==> src/rtl/recovery_rf_restore_ctrl_if.sv <==
// Purpose : bus bundle between the restore controller, core writeback, RRF and core RF.
// Latency : n/a (wires only).
// Backpressure: core_ready throttles the restore write beats (rst_*).
// Ports   : core_* writeback in, rf_* RRF write/read, rst_* core RF restore writes,
//           core_ready from the core RF. master = controller, slave = surrounding logic.
interface recovery_rf_restore_ctrl_if #(
    parameter int ADDR_WIDTH = 6,
    parameter int DataWidth  = 32
);
    logic                  core_we_a;
    logic                  core_we_b;
    logic [ADDR_WIDTH-1:0] core_waddr_a;
    logic [ADDR_WIDTH-1:0] core_waddr_b;
    logic [DataWidth-1:0]  core_wdata_a;
    logic [DataWidth-1:0]  core_wdata_b;

    logic                  rf_we_a;
    logic                  rf_we_b;
    logic [ADDR_WIDTH-1:0] rf_waddr_a;
    logic [ADDR_WIDTH-1:0] rf_waddr_b;
    logic [DataWidth-1:0]  rf_wdata_a;
    logic [DataWidth-1:0]  rf_wdata_b;
    logic [ADDR_WIDTH-1:0] rf_raddr_a;
    logic [ADDR_WIDTH-1:0] rf_raddr_b;
    logic [DataWidth-1:0]  rf_rdata_a;
    logic [DataWidth-1:0]  rf_rdata_b;

    logic                  rst_we_a;
    logic                  rst_we_b;
    logic [ADDR_WIDTH-1:0] rst_waddr_a;
    logic [ADDR_WIDTH-1:0] rst_waddr_b;
    logic [DataWidth-1:0]  rst_wdata_a;
    logic [DataWidth-1:0]  rst_wdata_b;
    logic                  core_ready;

    modport master (
        input  core_we_a, core_we_b, core_waddr_a, core_waddr_b, core_wdata_a, core_wdata_b,
        output rf_we_a, rf_we_b, rf_waddr_a, rf_waddr_b, rf_wdata_a, rf_wdata_b,
        output rf_raddr_a, rf_raddr_b,
        input  rf_rdata_a, rf_rdata_b,
        output rst_we_a, rst_we_b, rst_waddr_a, rst_waddr_b, rst_wdata_a, rst_wdata_b,
        input  core_ready
    );

    modport slave (
        output core_we_a, core_we_b, core_waddr_a, core_waddr_b, core_wdata_a, core_wdata_b,
        input  rf_we_a, rf_we_b, rf_waddr_a, rf_waddr_b, rf_wdata_a, rf_wdata_b,
        input  rf_raddr_a, rf_raddr_b,
        output rf_rdata_a, rf_rdata_b,
        input  rst_we_a, rst_we_b, rst_waddr_a, rst_waddr_b, rst_wdata_a, rst_wdata_b,
        output core_ready
    );
endinterface

==> src/rtl/recovery_rf_restore_ctrl.sv <==
// Purpose : forwards core writebacks into the RRF; on start_i replays the RRF into the core RF.
// Latency : backup path combinational; first restore beat 2 cycles after start_i, then 1 beat/cycle.
// Backpressure: a restore beat is held stable until core_ready=1; backups blocked while busy.
// Ports   : clk_i/rst_i (sync, active-high), start_i, busy_o, done_o, backup_en_i, bus (master).
module recovery_rf_restore_ctrl #(
    parameter int ADDR_WIDTH = 6,
    parameter int DataWidth  = 32,
    parameter bit FPU        = 1'b0,
    parameter bit PULP_ZFINX = 1'b0
) (
    input  logic clk_i,
    input  logic rst_i,
    input  logic start_i,
    output logic busy_o,
    output logic done_o,
    input  logic backup_en_i,
    recovery_rf_restore_ctrl_if.master bus
);
    localparam int NumRegs = (FPU && !PULP_ZFINX) ? 64 : 32;
    // One extra bit so the counter can step past the last address without wrapping.
    localparam int CW = ADDR_WIDTH + 1;

    typedef enum logic [1:0] {IDLE, ISSUE, DRAIN, DONE} state_e;

    state_e                state_q, state_d;
    logic [CW-1:0]         cnt_q, cnt_d;
    logic [CW-1:0]         cnt_b, cnt_n2;
    logic                  busy_q, busy_d;
    logic                  done_q, done_d;
    logic                  out_vld_q, out_vld_d;
    logic                  we_b_q, we_b_d;
    logic [ADDR_WIDTH-1:0] waddr_a_q, waddr_a_d, waddr_b_q, waddr_b_d;
    logic [DataWidth-1:0]  wdata_a_q, wdata_a_d, wdata_b_q, wdata_b_d;

    assign cnt_b  = cnt_q + CW'(1);
    assign cnt_n2 = cnt_q + CW'(2);

    always_comb begin
        state_d   = state_q;
        cnt_d     = cnt_q;
        out_vld_d = out_vld_q;
        we_b_d    = we_b_q;
        waddr_a_d = waddr_a_q;
        waddr_b_d = waddr_b_q;
        wdata_a_d = wdata_a_q;
        wdata_b_d = wdata_b_q;
        case (state_q)
            IDLE: begin
                if (start_i) begin
                    state_d = ISSUE;
                    cnt_d   = CW'(1);
                end
            end
            ISSUE: begin
                // A held beat is retired by the same ready that lets the next one load.
                if (!out_vld_q || bus.core_ready) begin
                    out_vld_d = 1'b1;
                    waddr_a_d = cnt_q[ADDR_WIDTH-1:0];
                    wdata_a_d = bus.rf_rdata_a;
                    we_b_d    = (cnt_b <= CW'(NumRegs - 1));
                    waddr_b_d = (cnt_b <= CW'(NumRegs - 1)) ? cnt_b[ADDR_WIDTH-1:0] : '0;
                    wdata_b_d = (cnt_b <= CW'(NumRegs - 1)) ? bus.rf_rdata_b : '0;
                    cnt_d     = cnt_n2;
                    if (cnt_n2 > CW'(NumRegs - 1)) begin
                        state_d = DRAIN;
                    end
                end
            end
            DRAIN: begin
                if (bus.core_ready) begin
                    out_vld_d = 1'b0;
                    we_b_d    = 1'b0;
                    waddr_a_d = '0;
                    waddr_b_d = '0;
                    wdata_a_d = '0;
                    wdata_b_d = '0;
                    state_d   = DONE;
                end
            end
            default: begin
                state_d = IDLE;
                cnt_d   = CW'(1);
            end
        endcase
        busy_d = (state_d != IDLE);
        done_d = (state_d == DONE);
    end

    always_ff @(posedge clk_i) begin
        if (rst_i) begin
            state_q   <= IDLE;
            cnt_q     <= CW'(1);
            busy_q    <= 1'b0;
            done_q    <= 1'b0;
            out_vld_q <= 1'b0;
            we_b_q    <= 1'b0;
            waddr_a_q <= '0;
            waddr_b_q <= '0;
            wdata_a_q <= '0;
            wdata_b_q <= '0;
        end else begin
            state_q   <= state_d;
            cnt_q     <= cnt_d;
            busy_q    <= busy_d;
            done_q    <= done_d;
            out_vld_q <= out_vld_d;
            we_b_q    <= we_b_d;
            waddr_a_q <= waddr_a_d;
            waddr_b_q <= waddr_b_d;
            wdata_a_q <= wdata_a_d;
            wdata_b_q <= wdata_b_d;
        end
    end

    assign busy_o = busy_q;
    assign done_o = done_q;

    // Backup forwarding: a write in the start_i cycle still passes since busy rises a cycle later.
    assign bus.rf_we_a    = bus.core_we_a & backup_en_i & ~busy_q;
    assign bus.rf_we_b    = bus.core_we_b & backup_en_i & ~busy_q;
    assign bus.rf_waddr_a = bus.core_waddr_a;
    assign bus.rf_waddr_b = bus.core_waddr_b;
    assign bus.rf_wdata_a = bus.core_wdata_a;
    assign bus.rf_wdata_b = bus.core_wdata_b;

    assign bus.rf_raddr_a = (state_q == ISSUE) ? cnt_q[ADDR_WIDTH-1:0] : '0;
    assign bus.rf_raddr_b = (state_q == ISSUE) ? cnt_b[ADDR_WIDTH-1:0] : '0;

    assign bus.rst_we_a    = out_vld_q;
    assign bus.rst_we_b    = out_vld_q & we_b_q;
    assign bus.rst_waddr_a = waddr_a_q;
    assign bus.rst_waddr_b = waddr_b_q;
    assign bus.rst_wdata_a = wdata_a_q;
    assign bus.rst_wdata_b = wdata_b_q;
endmodule

==> src/flat_wrapper.sv <==
// flat-port wrapper written by rule: the top's interface ports become plain ports
module recovery_rf_restore_ctrl_flat 
#(
    parameter int ADDR_WIDTH = 6,
    parameter int DataWidth  = 32,
    parameter bit FPU        = 1'b0,
    parameter bit PULP_ZFINX = 1'b0
)
  (clk_i, rst_i, start_i, busy_o, done_o, backup_en_i, bus_core_we_a, bus_core_we_b, bus_core_waddr_a, bus_core_waddr_b, bus_core_wdata_a, bus_core_wdata_b, bus_rf_we_a, bus_rf_we_b, bus_rf_waddr_a, bus_rf_waddr_b, bus_rf_wdata_a, bus_rf_wdata_b, bus_rf_raddr_a, bus_rf_raddr_b, bus_rf_rdata_a, bus_rf_rdata_b, bus_rst_we_a, bus_rst_we_b, bus_rst_waddr_a, bus_rst_waddr_b, bus_rst_wdata_a, bus_rst_wdata_b, bus_core_ready);
  recovery_rf_restore_ctrl_if #(.ADDR_WIDTH(ADDR_WIDTH), .DataWidth(DataWidth)) bus_i ();
  input  logic clk_i;
  input  logic rst_i;
  input  logic start_i;
  output logic busy_o;
  output logic done_o;
  input  logic backup_en_i;
  input wire logic [$bits(bus_i.core_we_a)-1:0] bus_core_we_a;
  input wire logic [$bits(bus_i.core_we_b)-1:0] bus_core_we_b;
  input wire logic [$bits(bus_i.core_waddr_a)-1:0] bus_core_waddr_a;
  input wire logic [$bits(bus_i.core_waddr_b)-1:0] bus_core_waddr_b;
  input wire logic [$bits(bus_i.core_wdata_a)-1:0] bus_core_wdata_a;
  input wire logic [$bits(bus_i.core_wdata_b)-1:0] bus_core_wdata_b;
  output wire logic [$bits(bus_i.rf_we_a)-1:0] bus_rf_we_a;
  output wire logic [$bits(bus_i.rf_we_b)-1:0] bus_rf_we_b;
  output wire logic [$bits(bus_i.rf_waddr_a)-1:0] bus_rf_waddr_a;
  output wire logic [$bits(bus_i.rf_waddr_b)-1:0] bus_rf_waddr_b;
  output wire logic [$bits(bus_i.rf_wdata_a)-1:0] bus_rf_wdata_a;
  output wire logic [$bits(bus_i.rf_wdata_b)-1:0] bus_rf_wdata_b;
  output wire logic [$bits(bus_i.rf_raddr_a)-1:0] bus_rf_raddr_a;
  output wire logic [$bits(bus_i.rf_raddr_b)-1:0] bus_rf_raddr_b;
  input wire logic [$bits(bus_i.rf_rdata_a)-1:0] bus_rf_rdata_a;
  input wire logic [$bits(bus_i.rf_rdata_b)-1:0] bus_rf_rdata_b;
  output wire logic [$bits(bus_i.rst_we_a)-1:0] bus_rst_we_a;
  output wire logic [$bits(bus_i.rst_we_b)-1:0] bus_rst_we_b;
  output wire logic [$bits(bus_i.rst_waddr_a)-1:0] bus_rst_waddr_a;
  output wire logic [$bits(bus_i.rst_waddr_b)-1:0] bus_rst_waddr_b;
  output wire logic [$bits(bus_i.rst_wdata_a)-1:0] bus_rst_wdata_a;
  output wire logic [$bits(bus_i.rst_wdata_b)-1:0] bus_rst_wdata_b;
  input wire logic [$bits(bus_i.core_ready)-1:0] bus_core_ready;
  assign bus_i.core_we_a = bus_core_we_a;
  assign bus_i.core_we_b = bus_core_we_b;
  assign bus_i.core_waddr_a = bus_core_waddr_a;
  assign bus_i.core_waddr_b = bus_core_waddr_b;
  assign bus_i.core_wdata_a = bus_core_wdata_a;
  assign bus_i.core_wdata_b = bus_core_wdata_b;
  assign bus_rf_we_a = bus_i.rf_we_a;
  assign bus_rf_we_b = bus_i.rf_we_b;
  assign bus_rf_waddr_a = bus_i.rf_waddr_a;
  assign bus_rf_waddr_b = bus_i.rf_waddr_b;
  assign bus_rf_wdata_a = bus_i.rf_wdata_a;
  assign bus_rf_wdata_b = bus_i.rf_wdata_b;
  assign bus_rf_raddr_a = bus_i.rf_raddr_a;
  assign bus_rf_raddr_b = bus_i.rf_raddr_b;
  assign bus_i.rf_rdata_a = bus_rf_rdata_a;
  assign bus_i.rf_rdata_b = bus_rf_rdata_b;
  assign bus_rst_we_a = bus_i.rst_we_a;
  assign bus_rst_we_b = bus_i.rst_we_b;
  assign bus_rst_waddr_a = bus_i.rst_waddr_a;
  assign bus_rst_waddr_b = bus_i.rst_waddr_b;
  assign bus_rst_wdata_a = bus_i.rst_wdata_a;
  assign bus_rst_wdata_b = bus_i.rst_wdata_b;
  assign bus_i.core_ready = bus_core_ready;
  recovery_rf_restore_ctrl #(.ADDR_WIDTH(ADDR_WIDTH), .DataWidth(DataWidth), .FPU(FPU), .PULP_ZFINX(PULP_ZFINX)) u_core (.clk_i(clk_i), .rst_i(rst_i), .start_i(start_i), .busy_o(busy_o), .done_o(done_o), .backup_en_i(backup_en_i), .bus(bus_i));
endmodule
==> config.mk <==
export PLATFORM = sky130hd
export DESIGN_NAME = recovery_rf_restore_ctrl_flat
export DESIGN_NICKNAME = d
export VERILOG_FILES = /design/src/rtl/recovery_rf_restore_ctrl_if.sv /design/src/rtl/recovery_rf_restore_ctrl.sv /design/src/flat_wrapper.sv
export SDC_FILE = /design/constraint.sdc
export NUM_CORES = 1
export LEC_CHECK = 0
export BUFFER_PORTS_ARGS = -buffer_cell sky130_fd_sc_hd__clkbuf_2
export CAP_MARGIN = 20
export CORE_AREA = 5 5 119 121
export DETAILED_ROUTE_END_ITERATION = 12
export DIE_AREA = 0 0 124 126
export GPL_ROUTABILITY_DRIVEN = 0
export HOLD_SLACK_MARGIN = 0.02
export PLACE_DENSITY_LB_ADDON = 0.12
export SLEW_MARGIN = 20
export SYNTH_ARGS = -nofsm -noshare
export SYNTH_HDL_FRONTEND = slang
export SYNTH_SLANG_ARGS = --single-unit
==> constraint.sdc <==
create_clock -name clk_i -period 2.41 [get_ports clk_i]
set_input_delay 0.3615 -clock clk_i [delete_from_list [all_inputs] [get_ports clk_i]]
set_output_delay 0.3615 -clock clk_i [all_outputs]
set_load 0.005 [all_outputs]
Yosys cells after proc, flatten, opt, wreduce, memory -nomap -nowiden
Cells that the tools add are included.
{ "totals": {"inputBits": 147, "n_memories": 0, "romBits": 0, "latch_bits": 0, "regBits": 89, "wordCells": 61, "ramBits": 0} }
{ "op_classes": {"n_shift": 0, "n_mux": 27, "n_reduce_logical": 7, "add_sub_neg": 2, "n_div": 0, "order_cmp": 2, "eq_ne": 6, "bitwise": 7, "mul": 0} }
{ "op_table": {"columns": ["op", "count"], "rows": [
  ["32-bit two-way mux", 4],
  ["32-bit one-hot mux with 2 select lines", 2],
  ["6-bit two-way mux", 6],
  ["6-bit one-hot mux with 2 select lines", 2],
  ["7-bit one-hot mux with 3 select lines", 1],
  ["7-bit two-way mux", 2],
  ["2-bit two-way mux", 4],
  ["7-bit by 1-bit adder with 7-bit output, second input constant", 1],
  ["7-bit by 2-bit adder with 7-bit output, second input constant", 1],
  ["7-bit by 5-bit > comparator with 1-bit output, second input constant", 1],
  ["7-bit by 5-bit <= comparator with 1-bit output, second input constant", 1],
  ["2-bit one-hot mux with 3 select lines", 1],
  ["3-bit AND reduction", 2],
  ["1-bit bitwise AND", 5],
  ["2-bit equality test, second input constant", 2],
  ["2-bit != test, second input constant", 2],
  ["1-bit one-hot mux with 2 select lines", 2],
  ["2-bit nonzero test", 2],
  ["1-bit two-way mux", 3],
  ["2-bit by 1-bit equality test with 1-bit output, second input constant", 1],
  ["2-bit logical NOT", 1],
  ["2-bit by 1-bit != test with 1-bit output, second input constant", 1],
  ["1-bit inverter", 2],
  ["1-bit logical NOT", 1],
  ["1-bit logical OR", 1]
]} }

Logic depth before layout (Yosys ltp)
{ "depth": {"depth_word": 6, "mapped_depth": 7, "mapped_depth_nobuf": 6} }

Least setup slack after synthesis
No wires, ideal clock.
{ "synth_timing": {"kind": "flip-flop to flip-flop", "start": "reg u_core.cnt_q[0]", "end": "reg u_core.waddr_b_q[1] (netlist: u_core.bus.rst_waddr_b[1])", "arrival_time_ns": 1.772, "synth_period_minus_slack_ns": 1.888, "stages_incl_launch_ff": 8, "setup_ns": 0.117, "n_path_buf": 2, "setup_slack_ns": 0.522, "cell_sequence": "dfxtp_1 buf_2 inv_1 ha_1 o41ai_4 a211oi_4 buf_6 a22o_1"} }
{ "synth_between": {"elab_chain_len": 5} }
{ "synth_rtl": {"columns": ["item", "line", "text"], "rows": [
  ["start, declared", "recovery_rf_restore_ctrl.sv:26", "logic [CW-1:0] cnt_q, cnt_d;"],
  ["start signal, assigned", "recovery_rf_restore_ctrl.sv:103", "cnt_q <= cnt_d;"],
  ["7-bit by 1-bit adder with 7-bit output *", "recovery_rf_restore_ctrl.sv:35", "assign cnt_b = cnt_q + CW'(1);"],
  ["7-bit by 5-bit <= comparator with 1-bit output", "recovery_rf_restore_ctrl.sv:61", "waddr_b_d = (cnt_b <= CW'(NumRegs - 1)) ? cnt_b[ADDR_WIDTH-1:0] : '0;"],
  ["6-bit two-way mux *", "recovery_rf_restore_ctrl.sv:61", null],
  ["6-bit two-way mux *", "recovery_rf_restore_ctrl.sv:56", "if (!out_vld_q || bus.core_ready) begin"],
  ["6-bit one-hot mux with 2 select lines *", "recovery_rf_restore_ctrl.sv:47", "case (state_q)"],
  ["end signal, assigned", "recovery_rf_restore_ctrl.sv:109", "waddr_b_q <= waddr_b_d;"],
  ["end, declared", "recovery_rf_restore_ctrl.sv:32", "logic [ADDR_WIDTH-1:0] waddr_a_q, waddr_a_d, waddr_b_q, waddr_b_d;"]
]} }
Every way passes the cells marked *; elsewhere a longest branch is shown, timed or not. The select of a mux whose other input is x is not followed.
A chain may end at the register's enable or synchronous reset.

Worst setup path in the final report
{ "layout_timing": {"start": "reg u_core.cnt_q[1]", "end": "out bus_rf_raddr_b[5]"} }
{ "layout_between": {"elab_chain_len": 2} }
{ "layout_rtl": {"columns": ["item", "line", "text"], "rows": [
  ["7-bit by 1-bit adder with 7-bit output", "recovery_rf_restore_ctrl.sv:35", null],
  ["6-bit two-way mux", "recovery_rf_restore_ctrl.sv:127", "assign bus.rf_raddr_b = (state_q == ISSUE) ? cnt_b[ADDR_WIDTH-1:0] : '0;"],
  ["end, declared", "flat_wrapper.sv:30", "output wire logic [$bits(bus_i.rf_raddr_b)-1:0] bus_rf_raddr_b;"]
]} }
Every way passes these cells.

==> metrics.txt <==
status=completed; Worst Setup Start Kind=flop; drt pass-1 iters=4; Clock Skew=3.85 ps; CTS H-Tree Depth=3; Finish-stage setup viols=0; Max Cap Viol=0; worst-margin pin slew=518 ps; Final Cycle Share=about nine tenths; total number of vias=about 3200; CP Data Required Time=around 2000 ps; layout cells sized above 1=approximately 42%; worst path arrival time=roughly 1800 ps; Root Buffer=clkbuf_16; final hold viol count=0; Mapped Area=4030 sq um; Post-synth ARST share=0%; largest stage delay on the critical path=between 400 and 500 ps; post-synthesis cell type count=48; Die Height=around 130 um; final wirelength=10.5 mm; Final min period=between 2000 and 2500 ps; Slew Limit Fails=0; number of global-route vias before repair=3224; post-CTS setup buffer count=0; Fin Setup TNS=0 ps; Power per Cell Area=roughly 700 nW/um^2; # IOs=roughly 320; crit path kind=reg2out; Die Wd=~120 um; total number of yosys warnings=0; wire length per cell=about 16 um; Clock Path Buffers=2; largest net degree at the start of global routing=between 40 and 50; 1st-iter DRT viols=~180; P_leak=roughly 2.2 nW; Total Routing Usage GR=roughly 13%; crit-path max FO=10; Worst-Skew Late Latency=340 ps; RSZ-0062 raised after global routing=false; GR Overflow Total=0; nets=roughly 640; Residual DRC=0; CTS tree=done; clock tree sinks=slightly below 90; initial antenna violation count=0; synthesized instance count=412; P&R area growth vs syn=17.2%; HP Class=in2reg; vias per std cell=4.69; Rel. slew slack=65.5%; DIE AREA=around 16000 sq um; post-route ant nets=0; clk slew on worst S/H paths=70 ps; count of state elements after synthesis=between 80 and 90; syn_area_per_cell=9.77 sq um; Post-Syn Nets=between 500 and 600; Hold WS=~230 ps; Site Rows=42; DP HPWL=roughly 7.5 mm; initial core utilization=31.0%; first-pass GRT wire length=between 15 and 20 mm; n_diodes=0; Slowest-stage cell, CP=dfxtp_2; number of synthesized flops with an enable pin=0; Core ar.=around 13000 sq um; CP endpoint kind=output pin; Most used DFF post-synth=dfxtp_1; # port buffers=roughly 160; hold_buf cts=0; Total Power=between 3 and 4 mW; post-synthesis sequential area ratio=roughly 44%; f_max=459 MHz; post-cts repair resize count=0; CP Cell Sequence=ha_1, nand4_1, xnor2_2, and2_2, clkbuf_2; CTS Buf Count=9; Max IR drop VDD=between 0.4 and 0.5 mV
flip-flops by register name (all words and copies together), names as in the netlist:
signal                  cells
u_core.busy_o               1
u_core.bus.rst_we_a         1
u_core.done_o               1
u_core.bus.rst_wdata_a     32
u_core.cnt_q                7
u_core.state_q              2
u_core.bus.rst_waddr_a      6
u_core.bus.rst_wdata_b     32
u_core.bus.rst_waddr_b      6
u_core.we_b_q               1
where the power goes:
group          switching [mW]  leakage [nW]  total, mW  internal [mW]
clock                   0.594         0.135       1.32          0.728
combinational           0.200          1.36      0.383          0.183
sequential             0.0473         0.728       1.59           1.55
synth_stat cells (all sizes together) (2+ instances only):
library cell	n	area (sq um)
a22o	37	324
and3	4	25.0
clkbuf	11	42.5
ha	5	62.6
xnor2	4	42.6
nor3	5	25.0
and3b	3	26.3
inv	5	18.8
a21oi	8	43.8
dfxtp	89	1780
buf	95	702
and2	9	65.1
nand2	6	22.5
nor2	53	201
o21ai	4	20.0
nand3	3	27.5
a41oi	2	17.5
nand2b	3	18.8
a211oi	5	50.1
xor2	2	17.5
a22oi	39	293
nand3b	3	22.5
nor2b	2	12.5
layer usage:
layer	global-route usage (%)	vias to the layer above	part of all wire, %
met5	0	-	0
li1	-	1527	-
met1	15.2	1425	41
met4	5.28	0	2.5
met2	20.6	162	44
met3	7.71	36	13
worst max-delay path, delay by kind of cell (launching register included):
kind	cells	cell delay (ps)
XOR/XNOR	1	260
adder cells (fa/ha/maj)	1	310
buffers and inverters	1	120
flip-flops	1	430
AND/OR/NAND/NOR	2	360
area by class of cell:
class,instances,area [sq um]
Clock buffer,10,239
Clock inverter,6,42.5
Fill cell,1358,8260
Inverter,5,18.8
Multi-Input combinational cell,212,1510
Sequential cell,89,1780
Tap cell,176,220
Timing Repair Buffer,174,908
cell families after synthesis:
family          count (synthesis)  share of synthesized area, %
simple gates                   95                          11.9
xor+xnor                        6                          1.49
compound gates                104                          21.3
fa+ha+maj                       5                          1.55
flops                          89                          44.3
mux                             2                         0.528
buf+inv                       111                          19.0
metrics by stage:
stage               setup slack, ps  instance area (sq um)  util [%]  instances
floorplan                       522                   4030         -        412
global placement                412                   4430      34.1        656
detailed placement              345                   4430      34.1        656
CTS                            8.02                   4710      36.3        672
global route                   65.2                   4720      36.3        672
finish                          231                   4720      36.3        672
final timing paths:
path | startpoint | to | slack, ps | cells after the start
min reg2reg | u_core.bus.rst_wdata_b[22] | u_core.bus.rst_wdata_b[22] | 480 | 1
max reg2reg | u_core.cnt_q[0] | u_core.bus.rst_wdata_b[9] | 350 | 6
max | u_core.cnt_q[1] | bus_rf_raddr_b[5] | 230 | 5
min | bus_rf_rdata_b[22] | u_core.bus.rst_wdata_b[22] | 230 | 2
cell usage in the layout (no fill, tap or decap), types with 4 or more instances in the layout:
cell       instances
nand2_1            6
a211oi_1           4
a22oi_1           39
dfxtp_1           88
nor3_1             5
nor2_1            52
clkbuf_2         164
buf_4              9
ha_1               5
and3_1             4
inv_1              5
a21oi_1            7
clkbuf_16          9
and2_2             7
a22o_1            37
(Power assumes the default switching activity.)
